`src/rtl/range_uart_formatter.sv`:
```
// Binary range measurement to fixed-width decimal ASCII, streamed byte by byte
// to a UART transmitter over an enable/data/done handshake.
module range_uart_formatter #(
  parameter int DATA_W   = 16,
  parameter int DIGITS   = 5,
  parameter int ADD_CRLF = 1
) (
  input  logic              clk,
  input  logic              rst_n,
  input  logic              i_meas_valid,
  input  logic [DATA_W-1:0] i_meas_data,
  output logic              o_busy,
  output logic [7:0]        o_tx_data,
  output logic              o_tx_enable,
  input  logic              i_tx_done,
  output logic [7:0]        o_drop_count
);

  localparam int BCD_W = DIGITS * 4;
  localparam int CNT_W = $clog2(DATA_W + 1);
  localparam int IDX_W = $clog2(DIGITS + 3);
  localparam logic [IDX_W-1:0] DIG_IDX  = IDX_W'(DIGITS);
  localparam logic [IDX_W-1:0] LAST_IDX = IDX_W'(DIGITS + 2 * ADD_CRLF - 1);

  typedef enum logic [2:0] {
    S_IDLE      = 3'd0,
    S_CONVERT   = 3'd1,
    S_SEND      = 3'd2,
    S_WAIT_DONE = 3'd3,
    S_GAP       = 3'd4
  } state_t;

  state_t              r_state;
  logic [DATA_W-1:0]   r_shift;
  logic [BCD_W-1:0]    r_bcd;
  logic [CNT_W-1:0]    r_bitcnt;
  logic [IDX_W-1:0]    r_idx;
  logic                r_busy;
  logic                r_tx_enable;
  logic [7:0]          r_tx_data;
  logic [7:0]          r_drop;

  logic [BCD_W-1:0]        w_bcd_adj;
  logic [BCD_W+DATA_W-1:0] w_cat;
  logic [3:0]              w_nib;
  logic [7:0]              w_char;

  // Add-3 correction of every BCD nibble, then the combined left shift.
  // The bit shifted out of the top nibble is dropped, giving mod 10^DIGITS.
  always_comb begin
    w_bcd_adj = '0;
    for (int k = 0; k < DIGITS; k++) begin
      if (r_bcd[k*4 +: 4] >= 4'd5) begin
        w_bcd_adj[k*4 +: 4] = r_bcd[k*4 +: 4] + 4'd3;
      end else begin
        w_bcd_adj[k*4 +: 4] = r_bcd[k*4 +: 4];
      end
    end
    w_cat = {w_bcd_adj, r_shift} << 1;
  end

  // Character for the current index: digits MSD first, then CR, then LF.
  always_comb begin
    w_nib = 4'd0;
    for (int k = 0; k < DIGITS; k++) begin
      w_nib = (r_idx == IDX_W'(k)) ? r_bcd[(DIGITS-1-k)*4 +: 4] : w_nib;
    end
    if (r_idx < DIG_IDX) begin
      w_char = {4'h3, w_nib};
    end else if (r_idx == DIG_IDX) begin
      w_char = 8'h0D;
    end else begin
      w_char = 8'h0A;
    end
  end

  // Frame sequencer: capture, convert, then one SEND/WAIT_DONE/GAP per byte.
  always_ff @(posedge clk or negedge rst_n) begin
    if (!rst_n) begin
      r_state     <= S_IDLE;
      r_shift     <= '0;
      r_bcd       <= '0;
      r_bitcnt    <= '0;
      r_idx       <= '0;
      r_busy      <= 1'b0;
      r_tx_enable <= 1'b0;
      r_tx_data   <= 8'h00;
    end else begin
      r_tx_enable <= 1'b0;
      case (r_state)
        S_IDLE: begin
          if (i_meas_valid) begin
            r_shift  <= i_meas_data;
            r_bcd    <= '0;
            r_bitcnt <= CNT_W'(DATA_W);
            r_idx    <= '0;
            r_busy   <= 1'b1;
            r_state  <= S_CONVERT;
          end else begin
            r_state  <= S_IDLE;
          end
        end
        S_CONVERT: begin
          {r_bcd, r_shift} <= w_cat;
          r_bitcnt         <= r_bitcnt - CNT_W'(1);
          if (r_bitcnt == CNT_W'(1)) begin
            r_idx   <= '0;
            r_state <= S_SEND;
          end else begin
            r_state <= S_CONVERT;
          end
        end
        S_SEND: begin
          r_tx_data   <= w_char;
          r_tx_enable <= 1'b1;
          r_state     <= S_WAIT_DONE;
        end
        S_WAIT_DONE: begin
          if (i_tx_done) begin
            r_state <= S_GAP;
          end else begin
            r_state <= S_WAIT_DONE;
          end
        end
        S_GAP: begin
          if (r_idx == LAST_IDX) begin
            r_busy  <= 1'b0;
            r_state <= S_IDLE;
          end else begin
            r_idx   <= r_idx + IDX_W'(1);
            r_state <= S_SEND;
          end
        end
        default: begin
          r_busy  <= 1'b0;
          r_state <= S_IDLE;
        end
      endcase
    end
  end

  // Saturating count of measurements rejected while a frame is in flight.
  always_ff @(posedge clk or negedge rst_n) begin
    if (!rst_n) begin
      r_drop <= 8'h00;
    end else if (i_meas_valid && r_busy && (r_drop != 8'hFF)) begin
      r_drop <= r_drop + 8'd1;
    end else begin
      r_drop <= r_drop;
    end
  end

  assign o_busy       = r_busy;
  assign o_tx_data    = r_tx_data;
  assign o_tx_enable  = r_tx_enable;
  assign o_drop_count = r_drop;

endmodule

```
`config.mk`:
```
export PLATFORM = sky130hd
export DESIGN_NAME = range_uart_formatter
export DESIGN_NICKNAME = d
export VERILOG_FILES = /design/src/rtl/range_uart_formatter.sv
export SDC_FILE = /design/constraint.sdc
export NUM_CORES = 1
export LEC_CHECK = 0
export BUFFER_PORTS_ARGS = -buffer_cell sky130_fd_sc_hd__buf_4
export CORE_AREA = 2 2 78 95
export CTS_BUF_LIST = sky130_fd_sc_hd__clkbuf_2
export DETAILED_ROUTE_END_ITERATION = 7
export DIE_AREA = 0 0 80 97
export PLACE_DENSITY = 0.66
export SETUP_SLACK_MARGIN = 0.02
export SLEW_MARGIN = 30
export SYNTH_ARGS = -nofsm -noshare
export SYNTH_HDL_FRONTEND = slang
export SYNTH_SLANG_ARGS = --single-unit
```
`constraint.sdc`:
```
create_clock -name clk -period 3.95 [get_ports clk]
set_input_delay 0.395 -clock clk [delete_from_list [all_inputs] [get_ports clk]]
set_output_delay 0.395 -clock clk [all_outputs]
set_load 0.02 [all_outputs]
```
==> impl_metrics.ini <==
[layout]
ff_latch_area_um2 = 1550
fillers = 649
final_nets = 401
drive_above_1_share = 0.185
antenna_cells = 0
multi_input_comb_area_um2 = 1630
area_delta_synth_final_pct = 10.0

[cts]
clk_latency_ns = 0.48
clockRootBuffer = clkbuf_2
ctsHoldBuffers = 1
postCtsSetupBuffers = 0
clkTransAtPathRegs_ns = 0.18
cts_inserted_buffers = 9
numClockSinks = 62
cts-resized-gates = 0
cts_tree = yes
clock_path_buffers = 2
htree_levels = 3

[yosys]
yosys.area_share.simple = 0.167
syn-mean-instance-area_um2 = 10.1
synth_compound_area_frac = 0.179
async_flop_share = 1.00
yosysWarnings = 0
synth_flop_cell = dfrtp_1
synth-adder-area-share = 0.0668
yosysTopAreaCell = dfrtp_1
syn_inst = 332
synthesis.area_um2 = 3370
synth_xor_area_frac = 0.0416
synth-seq-area-share = 0.460
synth-edff-count = 0
synth_top_area_share = 0.460
ys_types = 55
ys_ff_latch = 62
muxShareOfSynthArea = 0.0271
synth_area_leaders = dfrtp_1, ha_1, nand2_1, nor2_1, nand3_1
synth_top_family_by_area = compound AO/OA/AOI/OAI gates

[drt]
remaining_drc_errors = 0
wl_per_cell_um = 14.9
finalWirelength_mm = 6.75
drtIter0Drc = 170
ant_nets = 0
first_pass_iters = 4
vias = 2549
viasPerCell = 5.61

[sta]
tns_ns = 0
min_period_ns = 2.14
finalHoldViolCount = 0
drv_slew = 0
max_freq_mhz = 468
finalCritPeriodShare = 0.541
setup_violations = 0
relSlewSlack = 0.383
rsz0062_at_grt = false
fin_skew_ns = 0.0263
worstMarginPinSlew_ns = 0.923

[placement]
place_hpwl_mm = 4.56
place.gp.congestion = 0.756
port_buffers = 35

[floorplanning]
die_w_um = 80
rows = 33
die_area_um2 = 7760
core-area_um2 = 6770
ios = 38
start_util = 0.498
die_h_um = 97

[global_route]
grt_antenna_before_repair = 0
grt_usage = 0.188
overflow = 0
grt_start_max_net_pins = 63
grt_pass1_vias = 2440
grt_pass1_wl_mm = 11.6

[setup_path]
worstSetupStartpointType = flop
worstPathArrival_ns = 2.51
cp-end-kind = flop
cp_data_required_time_ns = 4.32
rr_worst_depth = 4
path_class = flop to flop
cp_max_fo = 30

[run_status]
outcome = finished, final reports clean

[job]
cap_violations = 0

[power_and_ir_drop]
peakVddDrop_uv = 369
leakage_nw = 1.67
powerDensity_nw_per_um2 = 762
power.total_mw = 2.83

[worst_hold_path]
hp-class = primary input to flop
whs_path_depth = 3
[sequential cells by signal, indices dropped and copies added, names as in the netlist]
register	count
o_tx_enable	1
o_busy	1
r_bcd	20
r_state	3
r_shift	16
o_drop_count	8
o_tx_data	5
r_idx	3
r_bitcnt	5
[worst max-delay path: stages, from the launching register on]
cell     delay [ns]
dfrtp_1        0.56
or4b_4         0.80
nand2_4        0.26
o22ai_2        0.14
mux2_4         0.28
[cells in the mapped netlist, types with 2 or more instances]
cell        n
o21ai_1     3
nand3_1    19
nor4b_2     2
and4_1      2
a32o_1      5
buf_4       5
buf_6       5
nor2b_1     3
nand2b_1    5
buf_2       5
dfrtp_1    62
nand4_1     2
o22ai_1    10
mux2i_1     2
xnor2_1     8
o31ai_1     9
nor3_1      2
xor2_1      8
mux2_2      5
a21oi_1    13
nand2_1    30
a22oi_1     5
clkbuf_1    3
and3_1      3
nor2_1     29
inv_1      17
o21ai_0    18
a21boi_0    2
a311oi_1    2
ha_1       18
o31ai_2     4
o211ai_1    2
o2bb2ai_1   2
[layout make-up]
class,count,area share
clock inverter,6,0.00810
inverter,17,0.0172
sequential,62,0.418
clock buffer,9,0.0121
tap,87,0.0294
timing repair buffer,37,0.0756
multi-input combinational,236,0.439
[metal layers]
metal	track usage	vias up	wire length, um
met4	0.0587	0	57
li1	-	1250	-
met3	0.0522	5	251
met5	0	-	0
met2	0.278	44	3230
met1	0.269	1250	3210
[report_power, final]
| part | internal (mW) | total, mW | switching, mW |
|---|---|---|---|
| Sequential | 0.902 | 1.17 | 0.267 |
| Clock | 0.0720 | 0.300 | 0.228 |
| Combinational | 0.599 | 1.36 | 0.758 |
| Total | 1.57 | 2.83 | 1.25 |
[cell families (layout without fill, tap and decap cells)]
family          after synthesis  in the layout
mux                           8              8
xor+xnor                     16             16
compound gates               86             86
flops                        62             62
simple gates                106            106
buf+inv                      35             69
other cells                   1              2
fa+ha+maj                    18             18
[worst paths after layout]
kind                                             to  slack [ns]                   start
setup / recovery               r_idx[0]$_DFFE_PN0P_        1.81    r_state[2]$_DFF_PN0_
hold / removal               r_shift[0]$_DFFE_PN0P_        0.09          i_meas_data[0]
setup reg to reg               r_idx[0]$_DFFE_PN0P_        1.81    r_state[2]$_DFF_PN0_
hold reg to reg              r_shift[2]$_DFFE_PN0P_        0.51  r_shift[2]$_DFFE_PN0P_
max in group asynchronous  o_tx_data[1]$_DFFE_PN0P_        2.92                   rst_n
min in group asynchronous  o_tx_data[0]$_DFFE_PN0P_        0.51                   rst_n
[per-stage QoR]
step	instance area [um2]	instances	setup WS, ns	util	hold WS [ns]
6_report	3710	454	1.81	0.547	0.0906
5_1_grt	3710	454	1.71	0.547	0.0577
4_1_cts	3710	454	1.81	0.547	0.0572
3_5_place_dp	3620	438	1.84	0.535	0.470
3_3_place_gp	3620	438	1.87	0.535	0.460
2_1_floorplan	3370	333	2.28	-	0.0994
[cells in the final DEF, fill, tap and decap left out, types with 3 or more instances in the layout]
cell,count
xor2_1,8
inv_1,17
dfrtp_1,62
a22oi_1,5
o31ai_1,9
o31ai_2,4
o22ai_1,10
clkinv_2,3
buf_4,36
nand2b_1,5
and3_1,3
nand3_1,19
nor2_1,29
clkbuf_2,9
ha_1,18
mux2_2,5
nand2_1,30
xnor2_1,8
o21ai_0,18
a32o_1,5
nor2b_1,3
o21ai_1,3
a21oi_1,13
Note: power is estimated with default switching activity, not from simulation.
